[config.mk]
export PLATFORM = sky130hd
export DESIGN_NAME = muldiv_unit
export DESIGN_NICKNAME = d
export VERILOG_FILES = /design/src/rtl/muldiv_unit.sv
export SDC_FILE = /design/constraint.sdc
export NUM_CORES = 1
export LEC_CHECK = 0
export BUFFER_PORTS_ARGS = -buffer_cell sky130_fd_sc_hd__buf_2
export CAP_MARGIN = 20
export CELL_PAD_IN_SITES_DETAIL_PLACEMENT = 0
export CELL_PAD_IN_SITES_GLOBAL_PLACEMENT = 1
export CORE_ASPECT_RATIO = 0.5
export CORE_MARGIN = 8
export CORE_UTILIZATION = 43
export DETAILED_ROUTE_END_ITERATION = 6
export PLACE_DENSITY_LB_ADDON = 0.1
export SLEW_MARGIN = 0
export SYNTH_ARGS = -nofsm -noshare
export SYNTH_HDL_FRONTEND = slang
export SYNTH_SLANG_ARGS = --single-unit
[constraint.sdc]
create_clock -name clk -period 4.45 [get_ports clk]
set_clock_uncertainty 0.2 [all_clocks]
set_input_delay 0.2225 -clock clk [delete_from_list [all_inputs] [get_ports clk]]
set_output_delay 0.2225 -clock clk [all_outputs]
set_load 0.05 [all_outputs]
[src/rtl/muldiv_unit.sv]
// muldiv_unit: iterative multiply/divide unit that holds the MIPS HI/LO registers.
// It runs MULT/MULTU as XLEN shift-add steps and DIV/DIVU as XLEN restoring
// shift-subtract steps on magnitudes. A final FIX cycle applies the result signs.
// MTHI/MTLO write HI/LO in a single cycle.
//
// Ports:
//   clk      in   system clock, rising edge
//   reset    in   asynchronous, active-high reset
//   start    in   request strobe, accepted only while idle
//   op       in   000 MULT, 001 MULTU, 010 DIV, 011 DIVU, 100 MTHI, 101 MTLO,
//                 110/111 no-op
//   rs_data  in   dividend / multiplicand / MTHI-MTLO source
//   rt_data  in   divisor / multiplier
//   busy     out  high while a multiply/divide is in flight (registered)
//   done     out  one-cycle pulse when HI/LO take a multiply/divide result
//   hi, lo   out  architectural HI/LO registers
module muldiv_unit #(
    parameter int XLEN = 32
) (
    input  logic            clk,
    input  logic            reset,
    input  logic            start,
    input  logic [2:0]      op,
    input  logic [XLEN-1:0] rs_data,
    input  logic [XLEN-1:0] rt_data,
    output logic            busy,
    output logic            done,
    output logic [XLEN-1:0] hi,
    output logic [XLEN-1:0] lo
);

    localparam int         W2   = 2 * XLEN;
    localparam logic [5:0] LAST = 6'(XLEN - 1);

    typedef enum logic [1:0] {IDLE, CALC, FIX} state_t;

    state_t            state_q, state_d;
    logic [5:0]        cnt_q, cnt_d;
    logic              busy_q, busy_d;
    logic              done_q, done_d;
    logic [XLEN-1:0]   hi_q, hi_d;
    logic [XLEN-1:0]   lo_q, lo_d;

    // acc holds {partial product, multiplier} or {remainder, dividend/quotient}
    logic [W2-1:0]     acc_q, acc_d;
    // opa holds the multiplicand magnitude or the divisor magnitude
    logic [XLEN-1:0]   opa_q, opa_d;
    logic [XLEN-1:0]   rs_q, rs_d;
    logic              is_div_q, is_div_d;
    logic              neg_lo_q, neg_lo_d;
    logic              neg_hi_q, neg_hi_d;
    logic              dz_q, dz_d;

    logic signed [XLEN-1:0] rs_s, rt_s;
    logic              is_signed, a_neg, b_neg;
    logic [XLEN-1:0]   a_mag, b_mag;
    logic [XLEN:0]     mul_sum, div_trial;
    logic [W2-1:0]     prod;
    logic [XLEN-1:0]   quo, rem;

    assign rs_s = rs_data;
    assign rt_s = rt_data;

    function automatic logic [XLEN-1:0] cond_neg(input logic [XLEN-1:0] v, input logic n);
        return n ? (~v + XLEN'(1)) : v;
    endfunction

    function automatic logic [W2-1:0] cond_neg_wide(input logic [W2-1:0] v, input logic n);
        return n ? (~v + W2'(1)) : v;
    endfunction

    always_comb begin
        state_d   = state_q;
        cnt_d     = cnt_q;
        busy_d    = busy_q;
        done_d    = 1'b0;
        hi_d      = hi_q;
        lo_d      = lo_q;
        acc_d     = acc_q;
        opa_d     = opa_q;
        rs_d      = rs_q;
        is_div_d  = is_div_q;
        neg_lo_d  = neg_lo_q;
        neg_hi_d  = neg_hi_q;
        dz_d      = dz_q;
        prod      = '0;
        quo       = '0;
        rem       = '0;

        // MULT and DIV have op[0]=0; only those take operand signs into account
        is_signed = ~op[0];
        a_neg     = is_signed && (rs_s < 0);
        b_neg     = is_signed && (rt_s < 0);
        a_mag     = cond_neg(rs_data, a_neg);
        b_mag     = cond_neg(rt_data, b_neg);

        mul_sum   = {1'b0, acc_q[W2-1:XLEN]} + {1'b0, {XLEN{acc_q[0]}} & opa_q};
        // {remainder, next dividend bit} minus divisor; MSB set means it does not fit
        div_trial = {acc_q[W2-1:XLEN], acc_q[XLEN-1]} - {1'b0, opa_q};

        unique case (state_q)
            IDLE: begin
                if (start) begin
                    if (!op[2]) begin
                        state_d  = CALC;
                        busy_d   = 1'b1;
                        cnt_d    = '0;
                        is_div_d = op[1];
                        neg_lo_d = a_neg ^ b_neg;
                        neg_hi_d = a_neg;
                        dz_d     = op[1] && (rt_data == '0);
                        rs_d     = rs_data;
                        if (op[1]) begin
                            opa_d = b_mag;
                            acc_d = {{XLEN{1'b0}}, a_mag};
                        end else begin
                            opa_d = a_mag;
                            acc_d = {{XLEN{1'b0}}, b_mag};
                        end
                    end else if (op[1:0] == 2'b00) begin
                        hi_d = rs_data;
                    end else if (op[1:0] == 2'b01) begin
                        lo_d = rs_data;
                    end
                end
            end
            CALC: begin
                if (is_div_q) begin
                    if (!div_trial[XLEN]) begin
                        acc_d = {div_trial[XLEN-1:0], acc_q[XLEN-2:0], 1'b1};
                    end else begin
                        acc_d = {acc_q[W2-2:0], 1'b0};
                    end
                end else begin
                    acc_d = {mul_sum, acc_q[XLEN-1:1]};
                end
                if (cnt_q == LAST) begin
                    state_d = FIX;
                end else begin
                    cnt_d = cnt_q + 6'd1;
                end
            end
            FIX: begin
                state_d = IDLE;
                busy_d  = 1'b0;
                done_d  = 1'b1;
                if (is_div_q) begin
                    quo = cond_neg(acc_q[XLEN-1:0], neg_lo_q);
                    rem = cond_neg(acc_q[W2-1:XLEN], neg_hi_q);
                    if (dz_q) begin
                        hi_d = rs_q;
                        lo_d = '1;
                    end else begin
                        hi_d = rem;
                        lo_d = quo;
                    end
                end else begin
                    prod = cond_neg_wide(acc_q, neg_lo_q);
                    hi_d = prod[W2-1:XLEN];
                    lo_d = prod[XLEN-1:0];
                end
            end
            default: begin
                state_d = IDLE;
                busy_d  = 1'b0;
            end
        endcase
    end

    // Control and architectural state: cleared asynchronously
    always_ff @(posedge clk or posedge reset) begin
        if (reset) begin
            state_q <= IDLE;
            cnt_q   <= '0;
            busy_q  <= 1'b0;
            done_q  <= 1'b0;
            hi_q    <= '0;
            lo_q    <= '0;
        end else begin
            state_q <= state_d;
            cnt_q   <= cnt_d;
            busy_q  <= busy_d;
            done_q  <= done_d;
            hi_q    <= hi_d;
            lo_q    <= lo_d;
        end
    end

    // Working datapath: always reloaded at acceptance, so no reset needed
    always_ff @(posedge clk) begin
        acc_q    <= acc_d;
        opa_q    <= opa_d;
        rs_q     <= rs_d;
        is_div_q <= is_div_d;
        neg_lo_q <= neg_lo_d;
        neg_hi_q <= neg_hi_d;
        dz_q     <= dz_d;
    end

    assign busy = busy_q;
    assign done = done_q;
    assign hi   = hi_q;
    assign lo   = lo_q;

endmodule

==> impl_metrics.json, run 1 <==
{
  "status": "finished, final reports clean",
  "cap_viol_max_count": 0,
  "fin_crit_sh_pct": 91.6,
  "postSynthAreaPerCell_um2": 8.71,
  "synth_seq_cells": 206,
  "grt_pass1_wl_mm": 90.9,
  "worst_pin_slew_ns": 1.02,
  "max-slew-margin-rel_pct": 31.9,
  "synth_area_leaders": "edfxtp_1, dfrtp_1, mux2i_1",
  "coreArea_mm2": 0.0377,
  "h-tree-depth": 1,
  "routed_wl_mm": 60.4,
  "dr.pass1.iters": 5,
  "postCtsHoldBufs": 54,
  "cts_tree": "yes",
  "pre_cts_slack_ns": 0.415,
  "synth_top_area_share_pct": 24.0,
  "synthesis.area_mm2": 0.0165,
  "die_h_um": 155,
  "layout_common_cells": "o21ai_0, nand2_1, nor2_1",
  "gp_congestion": 0.932,
  "nets": 2197,
  "seq_area_mm2": 0.00582,
  "ys_seq_area_share_pct": 35.1,
  "insertion_delay_ns": 0.56,
  "die_w_um": 293,
  "cts_root_buffer": "clkbuf_16",
  "fill_cells": 3650,
  "numCtsBuffers": 23,
  "p_leak_nw": 7.91,
  "rsz0062_at_grt": "false",
  "synth_edf_count": 132,
  "start_util_pct": 43.9,
  "cts.path.max_buffers": 3,
  "powerDensity_mw_per_mm2": 705,
  "ctsResizeCount": 0,
  "crit_type": "reg -> reg",
  "ir_drop_uv": 387,
  "dieArea_mm2": 0.0454,
  "areaGrowthSynthToFinish_pct": 16.4,
  "drc": 0,
  "antenna_found_initial": 1,
  "cp.arrival_ns": 4.29,
  "worstSetupEndpointType": "flop",
  "grt_pass1_vias": 14400,
  "hold_class": "in -> reg",
  "vias": 15500,
  "clock_sinks": 206,
  "synth_cell_types": 77,
  "final_common_cell": "o21ai_0",
  "cp_max_fo": 23,
  "ys_async_sr_fraction_pct": 35.9,
  "worstSetupStartpointType": "flop",
  "synth_flop_cell": "edfxtp_1",
  "drt_iter0_markers": 1677,
  "ioPinCount": 136,
  "final_max_slew_viol_count": 0,
  "drive_above_1_share_pct": 12.8,
  "hold_viol_final": 0,
  "avgRoutedWirePerCell_um": 23.3,
  "port_buffers": 135,
  "yosys.area.top_type": "edfxtp_1",
  "ant_nets": 0,
  "syn_inst": 1900,
  "setup-violations-final": 0,
  "cp.required_ns": 4.66,
  "clock.fmax_ghz": 0.245,
  "ys_warn_count": 0,
  "clk_pin_slew_ns": 0.06,
  "via_per_inst": 5.96,
  "postCtsSetupBuffers": 0,
  "grt.total_usage_pct": 25.6,
  "num_rows": 50,
  "min_period_ns": 4.08,
  "multiInputGateArea_mm2": 0.0102,
  "grt_max_degree": 65,
  "finalSetupTns_ns": 0,
  "overflow": 0,
  "hpwlAfterDp_mm": 44.7,
  "setup_slack_ns": 0.372,
  "synthesis.nets": 2041
}
critical path, stage by stage (launching register included):
cell and delay (ns):
edfxtp_1 0.58, inv_1 0.17, fa_1 0.47, nand2b_1 0.21
a21oi_1 0.19, o21ai_0 0.25, o311a_1 0.43, a21oi_1 0.33
xor2_4 0.19, buf_4 0.37, mux2_2 0.38, a21oi_1 0.14
final timing paths:
path	slack, ns	cells after the start	from	to
max	0.37	11	acc_q[32]$_SDFFCE_PN0P_	acc_q[33]$_SDFFCE_PN0P_
min	0.005	3	rt_data[14]	opa_q[14]$_DFFE_PP_
max reg2reg	0.37	11	acc_q[32]$_SDFFCE_PN0P_	acc_q[33]$_SDFFCE_PN0P_
min reg2reg	0.28	2	lo[7]$_DFFE_PP0P_	lo[7]$_DFFE_PP0P_
max in group asynchronous	2.88	4	reset	hi[12]$_DFFE_PP0P_
min in group asynchronous	0.12	3	reset	lo[16]$_DFFE_PP0P_
logic make-up (layout without fill, tap and decap cells):
logic type,Yosys count,count (layout),synth area share (%)
AOI/OAI and AO/OA,586,586,22.0
xor gates and xnor gates,188,188,9.95
adders and majority gates,71,71,5.46
buffers and inverters,164,337,3.74
DFF,206,206,35.1
muxes,116,116,7.08
other,0,1,0
and+or+nand+nor,569,569,16.6
layout make-up:
cell class / instances / area share [%]
diodes: 1 / 0.0130
clock buffers: 26 / 3.16
clock inverters: 16 / 1.09
inverters: 61 / 1.19
multi-input cells: 1530 / 52.8
flip-flops and latches: 206 / 30.2
well taps: 520 / 3.38
repair buffers: 234 / 8.21
stage by stage:
step                total power, mW  instance area (um2)  cells  utilization, %  hold slack, ns
global route                   14.5                19300   2594            51.2          0.0259
global placement               11.3                17900   2497            47.5           0.167
floorplan                      9.11                16500   1900               -           0.121
CTS                            13.5                19300   2593            51.1       0.0000979
detailed placement             11.3                17900   2497            47.5           0.169
finish                         13.6                19300   2594            51.2         0.00476
cell usage after synthesis (15+ instances only):
master / instances
a211oi_1: 21
a21o_1: 31
a21oi_1: 145
a31oi_1: 17
clkbuf_1: 88
dfrtp_1: 74
edfxtp_1: 132
ha_1: 69
inv_1: 59
mux2i_1: 107
nand2_1: 181
nand2b_1: 27
nand3_1: 33
nor2_1: 165
nor3_1: 22
o21ai_0: 184
o22ai_1: 38
o31ai_1: 28
o41ai_1: 15
or3_1: 28
or4_1: 16
xnor2_1: 100
xor2_1: 88
routing by layer:
| layer | up-vias | global-route usage, % | routed length (um) |
|---|---|---|---|
| li1 | 7344 | - | - |
| met1 | 7416 | 40.2 | 29800 |
| met2 | 626 | 35.0 | 23700 |
| met3 | 73 | 6.09 | 5780 |
| met4 | 0 | 4.35 | 1110 |
| met5 | - | 0 | 0 |
power by group:
group | total [mW] | switching, mW | leakage (nW) | internal, mW
logic | 7.60 | 4.82 | 5.32 | 2.78
registers | 3.85 | 0.876 | 2.20 | 2.97
clock network | 2.13 | 0.898 | 0.402 | 1.23
registers in the layout, summed over array words and instances (netlist names):
name / count
neg_hi_q: 1
opa_q: 32
hi: 32
neg_lo_q: 1
done: 1
acc_q: 64
busy: 1
cnt_q: 6
dz_q: 1
rs_q: 32
is_div_q: 1
lo: 32
state_q: 2
Power figures use the tool's default switching activity.
==> run 2, diff against run 1 <==
- CORE_MARGIN: 8 -> 10
- CORE_UTILIZATION: 43 -> 47
- clock period: 4.45 -> 3.89 ns (I/O delays scaled with it)
==> impl_metrics.json, run 2 (synthesized netlist as in run 1, its figures left out) <==
{
  "status": "finished, final reports clean",
  "grt_pass1_vias": 14900,
  "final_common_cell": "nand2_1",
  "instances_no_fill": 2619,
  "setup-violations-final": 0,
  "nets": 2267,
  "clk_pin_slew_ns": 0.07,
  "drc": 0,
  "powerDensity_mw_per_mm2": 805,
  "largest_reg_flops": 64,
  "worst_pin_slew_ns": 1.07,
  "seqPwrFrac_pct": 26.4,
  "layout_common_cells": "nand2_1, o21ai_0, nor2_1",
  "crit_type": "reg -> reg",
  "dr.pass1.iters": 6,
  "dieArea_mm2": 0.0436,
  "cts.path.max_buffers": 3,
  "comb_power_share_pct": 59.5,
  "cp_max_fo": 23,
  "grt.total_usage_pct": 26.4,
  "routed_wl_mm": 60.3,
  "cap_viol_max_count": 0,
  "gp_congestion": 0.970,
  "ioPinCount": 136,
  "hold_depth": 3,
  "numCtsBuffers": 22,
  "min_period_ns": 3.73,
  "cts_root_buffer": "clkbuf_16",
  "hold_class": "in -> reg",
  "ir_drop_uv": 632,
  "cp.required_ns": 4.06,
  "clock_sinks": 206,
  "switching_share_pct": 48.1,
  "antenna_found_initial": 2,
  "insertion_delay_ns": 0.54,
  "p_switching_mw": 7.65,
  "cp.arrival_ns": 3.90,
  "start_util_pct": 47.8,
  "fill_cells": 3238,
  "regToRegSetupSlack_ns": 0.16,
  "fin_crit_sh_pct": 95.8,
  "final_max_slew_viol_count": 0,
  "reg2reg_depth": 15,
  "min_from": "rt_data[30]",
  "worstSetupEndpointType": "flop",
  "num_rows": 48,
  "p_leak_nw": 8.23,
  "areaGrowthSynthToFinish_pct": 19.4,
  "intPower_mw": 8.26,
  "clock.fmax_ghz": 0.268,
  "hpwlAfterDp_mm": 45.3,
  "drive_above_1_share_pct": 15.8,
  "die_w_um": 285,
  "overflow": 0,
  "drt_iter0_markers": 1892,
  "min_to": "opa_q[30]$_DFFE_PP_",
  "power_frac_clock_pct": 14.1,
  "cts_tree": "yes",
  "worstSetupStartpointType": "flop",
  "via_per_inst": 6.11,
  "multiInputGateArea_mm2": 0.0102,
  "max-slew-margin-rel_pct": 28.1,
  "coreArea_mm2": 0.0346,
  "grt_pass1_wl_mm": 90.9,
  "hold_viol_final": 0,
  "top_register": "acc_q",
  "port_buffers": 135,
  "grt_max_degree": 73,
  "r2r_start": "acc_q[0]$_DFFE_PP_",
  "vias": 16000,
  "ant_nets": 0,
  "seq_area_mm2": 0.00582,
  "setup_slack_ns": 0.163,
  "avgRoutedWirePerCell_um": 23.0,
  "reg2reg_to": "acc_q[63]$_SDFFCE_PN0P_",
  "pre_cts_slack_ns": -0.0560,
  "dp.cells": 2509,
  "die_h_um": 153,
  "fin_util_pct": 57.1,
  "h-tree-depth": 1
}
==> run 2: worst max path at each step <==
stage / slack, ns / cells past startpoint / end / start
after CTS: 0.005 / 14 / acc_q[63]$_SDFFCE_PN0P_ / acc_q[0]$_DFFE_PP_
after global routing: -0.01 / 14 / hi[24]$_DFFE_PP0P_ / acc_q[0]$_DFFE_PP_
after detailed placement: -0.06 / 14 / acc_q[63]$_SDFFCE_PN0P_ / acc_q[0]$_DFFE_PP_
after floorplan: 0.25 / 13 / acc_q[58]$_SDFFCE_PN0P_ / acc_q[0]$_DFFE_PP_
after global placement: 0.01 / 14 / acc_q[63]$_SDFFCE_PN0P_ / acc_q[0]$_DFFE_PP_
final: 0.16 / 15 / acc_q[63]$_SDFFCE_PN0P_ / acc_q[0]$_DFFE_PP_
==> run 2: repair_timing <==
action / CTS / global route
gates resized for setup: 1 / 16
buffers inserted: 0 / 8
setup endpoints to repair: 1 / 30
cloned: 0 / 1
pin swaps: 0 / 2
hold endpoints to repair: 166 / 18
hold buffers: 57 / 1
==> run 2: final cells by class <==
type / count / share of cell area (%)
timing repair buffer: 304 / 10.9
timing repair inverter: 1 / 0.0380
inverter: 61 / 1.18
clock buffer: 28 / 3.00
sequential: 206 / 29.4
multi-input combinational: 1530 / 51.7
tap: 475 / 3.01
clock inverter: 12 / 0.734
antenna: 2 / 0.0253
==> run 2: stage by stage <==
stage	setup TNS [ns]	hold slack, ns	instance area, um2	power, mW
6_report	0	0.0248	19800	15.9
4_1_cts	0	0.0117	19600	15.6
3_3_place_gp	0	0.254	18300	13.3
2_1_floorplan	0	0.0934	16600	10.4
3_5_place_dp	-0.0560	0.259	18300	13.3
5_1_grt	-0.0261	0.0541	19800	16.9
==> run 2: critical path, cell delays in order, from the launching register on <==
cell        delay [ns]
edfxtp_1          0.41
buf_4             0.17
clkinvlp_4        0.12
buf_6             0.21
nor2_1            0.08
ha_1              0.37
nand2_1           0.13
or3b_2            0.50
a21oi_1           0.19
o31ai_2           0.09
buf_4             0.15
o21a_1            0.19
and3b_1           0.20
o21ai_2           0.18
a211oi_1          0.11
o32ai_1           0.26
==> run 2: metal layers <==
layer | vias up | global-route usage [%] | wire (um)
met5 | - | 0 | 0
met4 | 0 | 4.99 | 1150
met3 | 73 | 6.42 | 6610
met2 | 803 | 36.6 | 23800
met1 | 7635 | 40.4 | 28700
li1 | 7483 | - | -
==> run 2: power by group through the flow <==
| stage | registers (mW) | clock network [mW] | logic (mW) |
|---|---|---|---|
| finish | 4.20 | 2.24 | 9.47 |
| global placement | 4.20 | 0 | 9.07 |
| global route | 4.29 | 2.34 | 10.3 |
| CTS | 4.17 | 2.26 | 9.21 |
| detailed placement | 4.20 | 0 | 9.09 |
| floorplan | 5.18 | 0 | 5.23 |
